**src/rtl/demux_pkg.sv**
```systemverilog
// Shared types and defaults for the 1:WIDTH serial demultiplexing receiver.
// Optional even-parity framing is enabled with DEMUX_PARITY_EN.
package demux_pkg;

    localparam int DEMUX_WIDTH = 8;

    typedef enum logic [1:0] {
        IDLE    = 2'd0,
        COLLECT = 2'd1,
        PARITY  = 2'd2
    } demux_state_e;

endpackage

```
**src/rtl/demux1_8_deser_if.sv**
```systemverilog
// Serial input and parallel-word output bundle of the demux receiver.
// The receiver takes the slave view; the upstream/consumer side takes master.
interface demux1_8_deser_if #(
    parameter int WIDTH = demux_pkg::DEMUX_WIDTH
);
    localparam int SEL_W = $clog2(WIDTH);

    logic             clr;
    logic             din;
    logic             din_valid;
    logic [WIDTH-1:0] y;
    logic             y_valid;
    logic [SEL_W-1:0] sel;
    logic             busy;
    logic             parity_err;

    modport master (
        output clr, din, din_valid,
        input  y, y_valid, sel, busy, parity_err
    );

    modport slave (
        input  clr, din, din_valid,
        output y, y_valid, sel, busy, parity_err
    );

endinterface

```
**src/rtl/demux_sel_ctr.sv**
```systemverilog
// Lane-select counter: increments once per accepted data bit, wraps at WIDTH-1,
// synchronous clear for frame abort, terminal count flags the last lane.
module demux_sel_ctr #(
    parameter  int WIDTH = 8,
    localparam int SEL_W = $clog2(WIDTH)
) (
    input  logic             clk,
    input  logic             rst_n,
    input  logic             clr,
    input  logic             inc,
    output logic [SEL_W-1:0] sel,
    output logic             tc
);

    always_ff @(posedge clk or negedge rst_n) begin
        if (!rst_n) begin
            sel <= '0;
        end else if (clr) begin
            sel <= '0;
        end else if (inc) begin
            sel <= sel + 1'b1;
        end
    end

    assign tc = (sel == SEL_W'(WIDTH - 1));

endmodule

```
**src/rtl/demux1_8_deser.sv**
```systemverilog
// 1:WIDTH serial-to-parallel receiver; lane 0 takes the first bit of a frame.
// Define DEMUX_PARITY_EN to append and check an even-parity bit per frame.
//
// state   | meaning
// IDLE    | sel=0, nothing staged
// COLLECT | 1..WIDTH-1 data bits staged
// PARITY  | all data bits staged, waiting for the parity bit (DEMUX_PARITY_EN)
module demux1_8_deser
    import demux_pkg::*;
#(
    parameter int WIDTH = DEMUX_WIDTH
) (
    input logic              clk,
    input logic              rst_n,
    demux1_8_deser_if.slave  bus
);

    localparam int SEL_W = $clog2(WIDTH);

    demux_state_e     state_q, state_d;
    logic [WIDTH-1:0] stage_q, stage_d;
    logic [WIDTH-1:0] y_q;
    logic             y_valid_q;
    logic             load_y;
    logic             ctr_inc;
    logic [SEL_W-1:0] sel;
    logic             sel_tc;

    demux_sel_ctr #(.WIDTH(WIDTH)) u_sel_ctr (
        .clk   (clk),
        .rst_n (rst_n),
        .clr   (bus.clr),
        .inc   (ctr_inc),
        .sel   (sel),
        .tc    (sel_tc)
    );

    always_ff @(posedge clk or negedge rst_n) begin
        if (!rst_n) begin
            state_q <= IDLE;
        end else begin
            state_q <= state_d;
        end
    end

    // clr outranks din_valid, so an aborted frame never completes on its last bit
    always_comb begin
        state_d = state_q;
        stage_d = stage_q;
        load_y  = 1'b0;
        ctr_inc = 1'b0;
        if (bus.clr) begin
            state_d = IDLE;
        end else if (bus.din_valid) begin
            case (state_q)
                IDLE: begin
                    stage_d[sel] = bus.din;
                    ctr_inc      = 1'b1;
                    state_d      = COLLECT;
                end
                COLLECT: begin
                    stage_d[sel] = bus.din;
                    ctr_inc      = 1'b1;
                    if (sel_tc) begin
`ifdef DEMUX_PARITY_EN
                        state_d = PARITY;
`else
                        state_d = IDLE;
                        load_y  = 1'b1;
`endif
                    end
                end
`ifdef DEMUX_PARITY_EN
                PARITY: begin
                    load_y  = 1'b1;
                    state_d = IDLE;
                end
`endif
                default: state_d = IDLE;
            endcase
        end
    end

    always_ff @(posedge clk or negedge rst_n) begin
        if (!rst_n) begin
            stage_q   <= '0;
            y_q       <= '0;
            y_valid_q <= 1'b0;
        end else begin
            stage_q   <= stage_d;
            y_valid_q <= load_y;
            if (load_y) begin
                y_q <= stage_d;
            end
        end
    end

`ifdef DEMUX_PARITY_EN
    logic parity_err_q;

    always_ff @(posedge clk or negedge rst_n) begin
        if (!rst_n) begin
            parity_err_q <= 1'b0;
        end else if (load_y) begin
            parity_err_q <= (^stage_q) ^ bus.din;
        end
    end

    assign bus.parity_err = parity_err_q;
`else
    assign bus.parity_err = 1'b0;
`endif

    assign bus.y       = y_q;
    assign bus.y_valid = y_valid_q;
    assign bus.sel     = sel;
    assign bus.busy    = (state_q != IDLE);

endmodule
```
**src/flat_wrapper.sv**
```systemverilog
// flat-port wrapper written by rule: the top's interface ports become plain ports
module demux1_8_deser_flat import demux_pkg::*;
#(
    parameter int WIDTH = DEMUX_WIDTH
)
  (clk, rst_n, bus_clr, bus_din, bus_din_valid, bus_y, bus_y_valid, bus_sel, bus_busy, bus_parity_err);
  demux1_8_deser_if #(.WIDTH(WIDTH)) bus_i ();
  input logic clk;
  input logic rst_n;
  input wire logic [$bits(bus_i.clr)-1:0] bus_clr;
  input wire logic [$bits(bus_i.din)-1:0] bus_din;
  input wire logic [$bits(bus_i.din_valid)-1:0] bus_din_valid;
  output wire logic [$bits(bus_i.y)-1:0] bus_y;
  output wire logic [$bits(bus_i.y_valid)-1:0] bus_y_valid;
  output wire logic [$bits(bus_i.sel)-1:0] bus_sel;
  output wire logic [$bits(bus_i.busy)-1:0] bus_busy;
  output wire logic [$bits(bus_i.parity_err)-1:0] bus_parity_err;
  assign bus_i.clr = bus_clr;
  assign bus_i.din = bus_din;
  assign bus_i.din_valid = bus_din_valid;
  assign bus_y = bus_i.y;
  assign bus_y_valid = bus_i.y_valid;
  assign bus_sel = bus_i.sel;
  assign bus_busy = bus_i.busy;
  assign bus_parity_err = bus_i.parity_err;
  demux1_8_deser #(.WIDTH(WIDTH)) u_core (.clk(clk), .rst_n(rst_n), .bus(bus_i));
endmodule
```
**config.mk**
```make
export PLATFORM = sky130hd
export DESIGN_NAME = demux1_8_deser_flat
export DESIGN_NICKNAME = d
export VERILOG_FILES = /design/src/rtl/demux_pkg.sv /design/src/rtl/demux1_8_deser_if.sv /design/src/rtl/demux_sel_ctr.sv /design/src/rtl/demux1_8_deser.sv /design/src/flat_wrapper.sv
export SDC_FILE = /design/constraint.sdc
export NUM_CORES = 1
export LEC_CHECK = 0
export ABC_AREA = 1
export CAP_MARGIN = 20
export CORE_MARGIN = 8
export CORE_UTILIZATION = 45
export DETAILED_ROUTE_END_ITERATION = 10
export GPL_TIMING_DRIVEN = 1
export PLACE_DENSITY_LB_ADDON = 0.15
export SETUP_SLACK_MARGIN = 0.4
export SYNTH_ARGS = -nofsm -noshare
export SYNTH_HDL_FRONTEND = slang
export SYNTH_HIERARCHICAL = 1
export SYNTH_SLANG_ARGS = --single-unit
export TNS_END_PERCENT = 100
```
**constraint.sdc**
```tcl
create_clock -name clk -period 1.3 [get_ports clk]
set_input_delay 0.195 -clock clk [delete_from_list [all_inputs] [get_ports clk]]
set_output_delay 0.195 -clock clk [all_outputs]
set_load 0.05 [all_outputs]
```
Yosys cells after proc, flatten, opt, wreduce, memory -nomap -nowiden:

Cells that the tools add are included.

* add/sub/neg operators: 1
* order comparisons: 2
* equality and inequality tests: 3
* multiplexer cells: 19
* reduce and logical (&&, ||, !) cells: 7

Operator list (count)
* $mux 8: 3
* $bwmux 8: 1
* $mux 1: 8
* $mux 2: 3
* $mux 3: 2
* $reduce_bool 2->1: 3
* $lt 3x4->1 const B: 1
* $pmux 2 s2: 1
* $add 3x1->3 const B: 1
* $demux 1 s3: 1
* $eq 3x3->1 const B: 1
* $ge 3x1->1 const B: 1
* $ne 3x2->1 const B: 1
* $eq 2x1->1 const B: 1
* $logic_not 2->1: 1
* $reduce_and 2->1: 1
* $reduce_or 2->1: 1
* $logic_and 1x1->1: 1

* flip-flop bits (word level): 22
* input bits: 5
* logic and storage cells: 37

Logic depth before layout (Yosys ltp):

* depth after elaboration: 8
* depth in mapped cells: 7
* depth with buffers taken out: 7

By module:

Netlist, hierarchy kept.

By module, submodules not included
* demux1_8_deser: times used 1, cells an instance 106, area each 865.8 µm²
* demux_sel_ctr: times used 1, cells an instance 17, area each 151.4 µm²

Least setup slack after synthesis:

OpenSTA, ideal clock, no wires.

* path kind: reg-to-reg
* from: register u_core.u_sel_ctr.sel[0]
* to: register u_core.y_q[1], in the netlist u_core/bus.y[1]
* library setup time: 0.118 ns
* data arrival time: 1.608 ns
* required time: 1.182 ns
* path slack: -0.426 ns
* cell stages (with the launch flop): 8
* buffers on the path: 0
* period minus slack after synthesis: 1.726 ns
* cells stage by stage: dfrtp_1 ha_1 ha_1 nand3_2 nor2_4 inv_2 nand2_1 nand2_1

RTL lines
* start, declared: line demux_sel_ctr.sv:11 `output logic [SEL_W-1:0] sel,`
* start signal, assigned: line demux_sel_ctr.sv:21 `sel <= sel + 1'b1;`
* $eq 3x3->1: line demux_sel_ctr.sv:25 `assign tc = (sel == SEL_W'(WIDTH - 1));`
* net u_core.sel_tc: line demux1_8_deser.sv:27 `logic sel_tc;`
* $mux 1: line demux1_8_deser.sv:64 `if (sel_tc) begin`
* $mux 1: line demux1_8_deser.sv:55 `case (state_q)`
* $mux 1: line demux1_8_deser.sv:54 `end else if (bus.din_valid) begin`
* $mux 1: line demux1_8_deser.sv:52 `if (bus.clr) begin`
* net u_core.load_y: line demux1_8_deser.sv:24 `logic load_y;`
* end signal, assigned: line demux1_8_deser.sv:93 `y_q <= stage_d;`
* end, declared: line demux1_8_deser.sv:22 `logic [WIDTH-1:0] y_q;`

The timed path passes the listed nets, and every way through them passes these cells.
A chain may end at the register's enable or synchronous reset.

Worst setup path in the final report:

* from: register u_core.u_sel_ctr.sel[0]
* to: register u_core.y_q[6], in the netlist u_core/bus.y[6]

The elaborated chain is that of the path after synthesis.

==> run_results.csv <==
group,metric,value,unit
status,outcome,"finished, violations left",
status,failed_checks,"negative setup slack",
grt,grt_antenna_before_repair,0,
layout,nets,167,
pwr,leakagePower,0.795,nW
timing,period_share,105,%
worst_setup_path,r2r_end,"u_core/bus.y[6]",
drt,wl_per_cell,14.7,um
clocking,clk_pin_slew,120,ps
synth,synth_area_leaders,"dfrtp_1 52%, nand2_1 14%, nand3_1 9.3%, inv_1 6.6%, o21bai_1 3.0%",
layout,mostFrequentLayoutCells,"35 x nand2_1, 17 x dfrtp_1, 16 x inv_1, 14 x buf_12, 12 x buf_4",
synth,syn_nets,130,
synth,ys_seq_area_share,51.7,%
worst_setup_path,crit_fanout,8,
timing,fmax,733,MHz
timing,hold_viol_final,0,
timing,slew_viol_final,0,
clocking,postCtsHoldBufs,0,
synth,synth.distinct_cells,16,
synth,synth_seq_cells,21,
worst_setup_path,startpoint,"u_core/u_sel_ctr/sel[0]",
synth,synth_top_area_cell,"dfrtp_1",
timing,finalSetupTns,-430,ps
layout,synthToLayoutAreaGrowth,61.7,%
timing,rsz0062_at_grt,"yes",
drt,vias_per_cell,5.17,
grt,grt-ovfl-total,0,
clocking,cts_root_buf,"clkbuf_4",
floorplan,ioPinCount,19,
synth,netlist_area,1020,um2
placed_design,dpl.cell_count,176,
drt,drtPass1Iterations,4,
worst_setup_path,endpoint,"u_core/bus.y[6]",
layout,finalNonFillerCells,187,
synth,synthCells,123,
worst_setup_path,cp-start-kind,"register",
grt,grt_max_degree,22,
drt,vias,966,
pwr,total_power,1.26,mW
floorplan,rows,17,
placed_design,hpwl,1.77,mm
worst_setup_path,r2r-start,"u_core/u_sel_ctr/sel[0]",
placed_design,post_dp_cell_area,1490,um2
drt,drc,0,
grt,grt_pass1_vias,1008,
drt,drtIter0Drc,44,
timing,finClkSkew,8.81,ps
clocking,numCtsBuffers,3,
grt,grtUsageTotal,14.2,%
synth,ys_warn_count,6,
worst_setup_path,critPathCaptureType,"register",
timing,final-setup-viol-count,11,
synth,avgSynthCellArea,8.27,um2
floorplan,fp.dieH,63.5,um
grt,grt_pass1_wl,4.59,mm
pwr,ir_drop,596,uV
floorplan,die_w,63.5,um
synth,synth_top_cell_area_share,51.7,%
layout,final_layout_size_suffix_gt1_share,40.3,%
drt,ant_nets,0,
clocking,htreeDepth,1,
layout,design_area,1650,um2
layout,mostFrequentLayoutCell,"nand2_1",
clocking,clock_latency,320,ps
placed_design,portBuffers,17,
floorplan,die_area,4040,um2
timing,hold_slack,196,ps
flow_run,maxCapViolCount,0,
worst_setup_path,reg2reg_slack,-60,ps
floorplan,start_util,46.9,%
placed_design,gp_congestion,0.846,
clocking,cts_tree,"done",
clocking,cts_num_sinks,21,
drt,routed_wl,2.75,mm
layout,fin_util,75.8,%
floorplan,fp.coreArea,2170,um2
worst_setup_path,rr_worst_depth,7,
min_path,hold_path_class,"in -> async",
pwr,powerDensity,763,nW/um2
layout,antennaDiodeCount,0,
timing,fin_ws,-63.7,ps
worst_setup_path,crit_required,1510,ps
worst_setup_path,critPathKind,"reg -> reg",
clocking,cts_buffer_depth,2,
timing,fin_crit,1360,ps
worst_setup_path,cp.arrival,1580,ps
placed_design,pre_cts_ws,-264,ps
==> registers in the layout, indices dropped and copies added, names as in the netlist <==
signal,cells
u_core/stage_q,8
u_core/u_sel_ctr/sel,3
u_core/bus.y,8
u_core/state_q,1
u_core/bus.y_valid,1
==> synthesized netlist by cell type, drive strengths merged <==
cell / number
nor2: 10
ha: 2
buf: 1
nand2: 39
nand3: 21
o211a: 1
dfrtp: 21
o21bai: 4
and2: 3
nand4: 1
conb: 1
inv: 19
==> cell families (layout without fill, tap and decap cells) <==
logic type / count (synthesis) / after routing / share of synthesized area, %
buffers and inverters: 20 / 56 / 7.75
adders and majority gates: 2 / 2 / 2.46
other: 1 / 1 / 0.369
and+or+nand+nor: 74 / 74 / 33.8
AOI/OAI and AO/OA: 5 / 5 / 3.94
DFF: 21 / 21 / 51.7
==> cell type report <==
type / count / area (um2)
inverters: 19 / 76.3
repair buffers: 33 / 438
well taps: 28 / 35.0
fillers: 149 / 524
flip-flops and latches: 21 / 538
clock inverters: 1 / 5.00
multi-input cells: 82 / 531
clock buffers: 3 / 22.5
==> layer usage <==
metal  track usage (%)  part of all wire, %  vias to the layer above
li1                  -                    -                      454
met3              3.53                  6.2                        9
met5                 0                    0                        -
met1              14.3                   38                      468
met2              25.3                   54                       35
met4              8.64                  2.5                        0
==> what timing repair did <==
action,4_1_cts,5_1_grt
resized for setup,19,8
setup buffers,3,4
setup endpoints to repair,34,34
pin swaps,8,1
==> report_power, final <==
group / total [mW] / switching (mW) / internal [mW]
registers: 0.702 / 0.0167 / 0.685
logic: 0.230 / 0.143 / 0.0872
clock network: 0.324 / 0.209 / 0.115
total: 1.26 / 0.368 / 0.888
==> worst min-delay path by stage <==
stage / start / end / slack, ps / cells after the start
floorplan: rst_n / u_core/bus.y[0] / -100 / 0
global placement: u_core/bus.y[3] / u_core/bus.y[3] / 520 / 2
detailed placement: u_core/bus.y[3] / u_core/bus.y[3] / 520 / 2
CTS: rst_n / u_core/u_sel_ctr/sel[2] / 210 / 2
global route: rst_n / u_core/u_sel_ctr/sel[1] / 220 / 2
finish: rst_n / u_core/u_sel_ctr/sel[2] / 200 / 2
==> worst max-delay path: stages, from the launching register on <==
cell,delay (ps)
dfrtp_4,460
ha_4,150
ha_4,130
nand3_4,70
nor2_4,190
inv_2,130
nand2_1,100
nand2_1,50
Power figures use the tool's default switching activity.
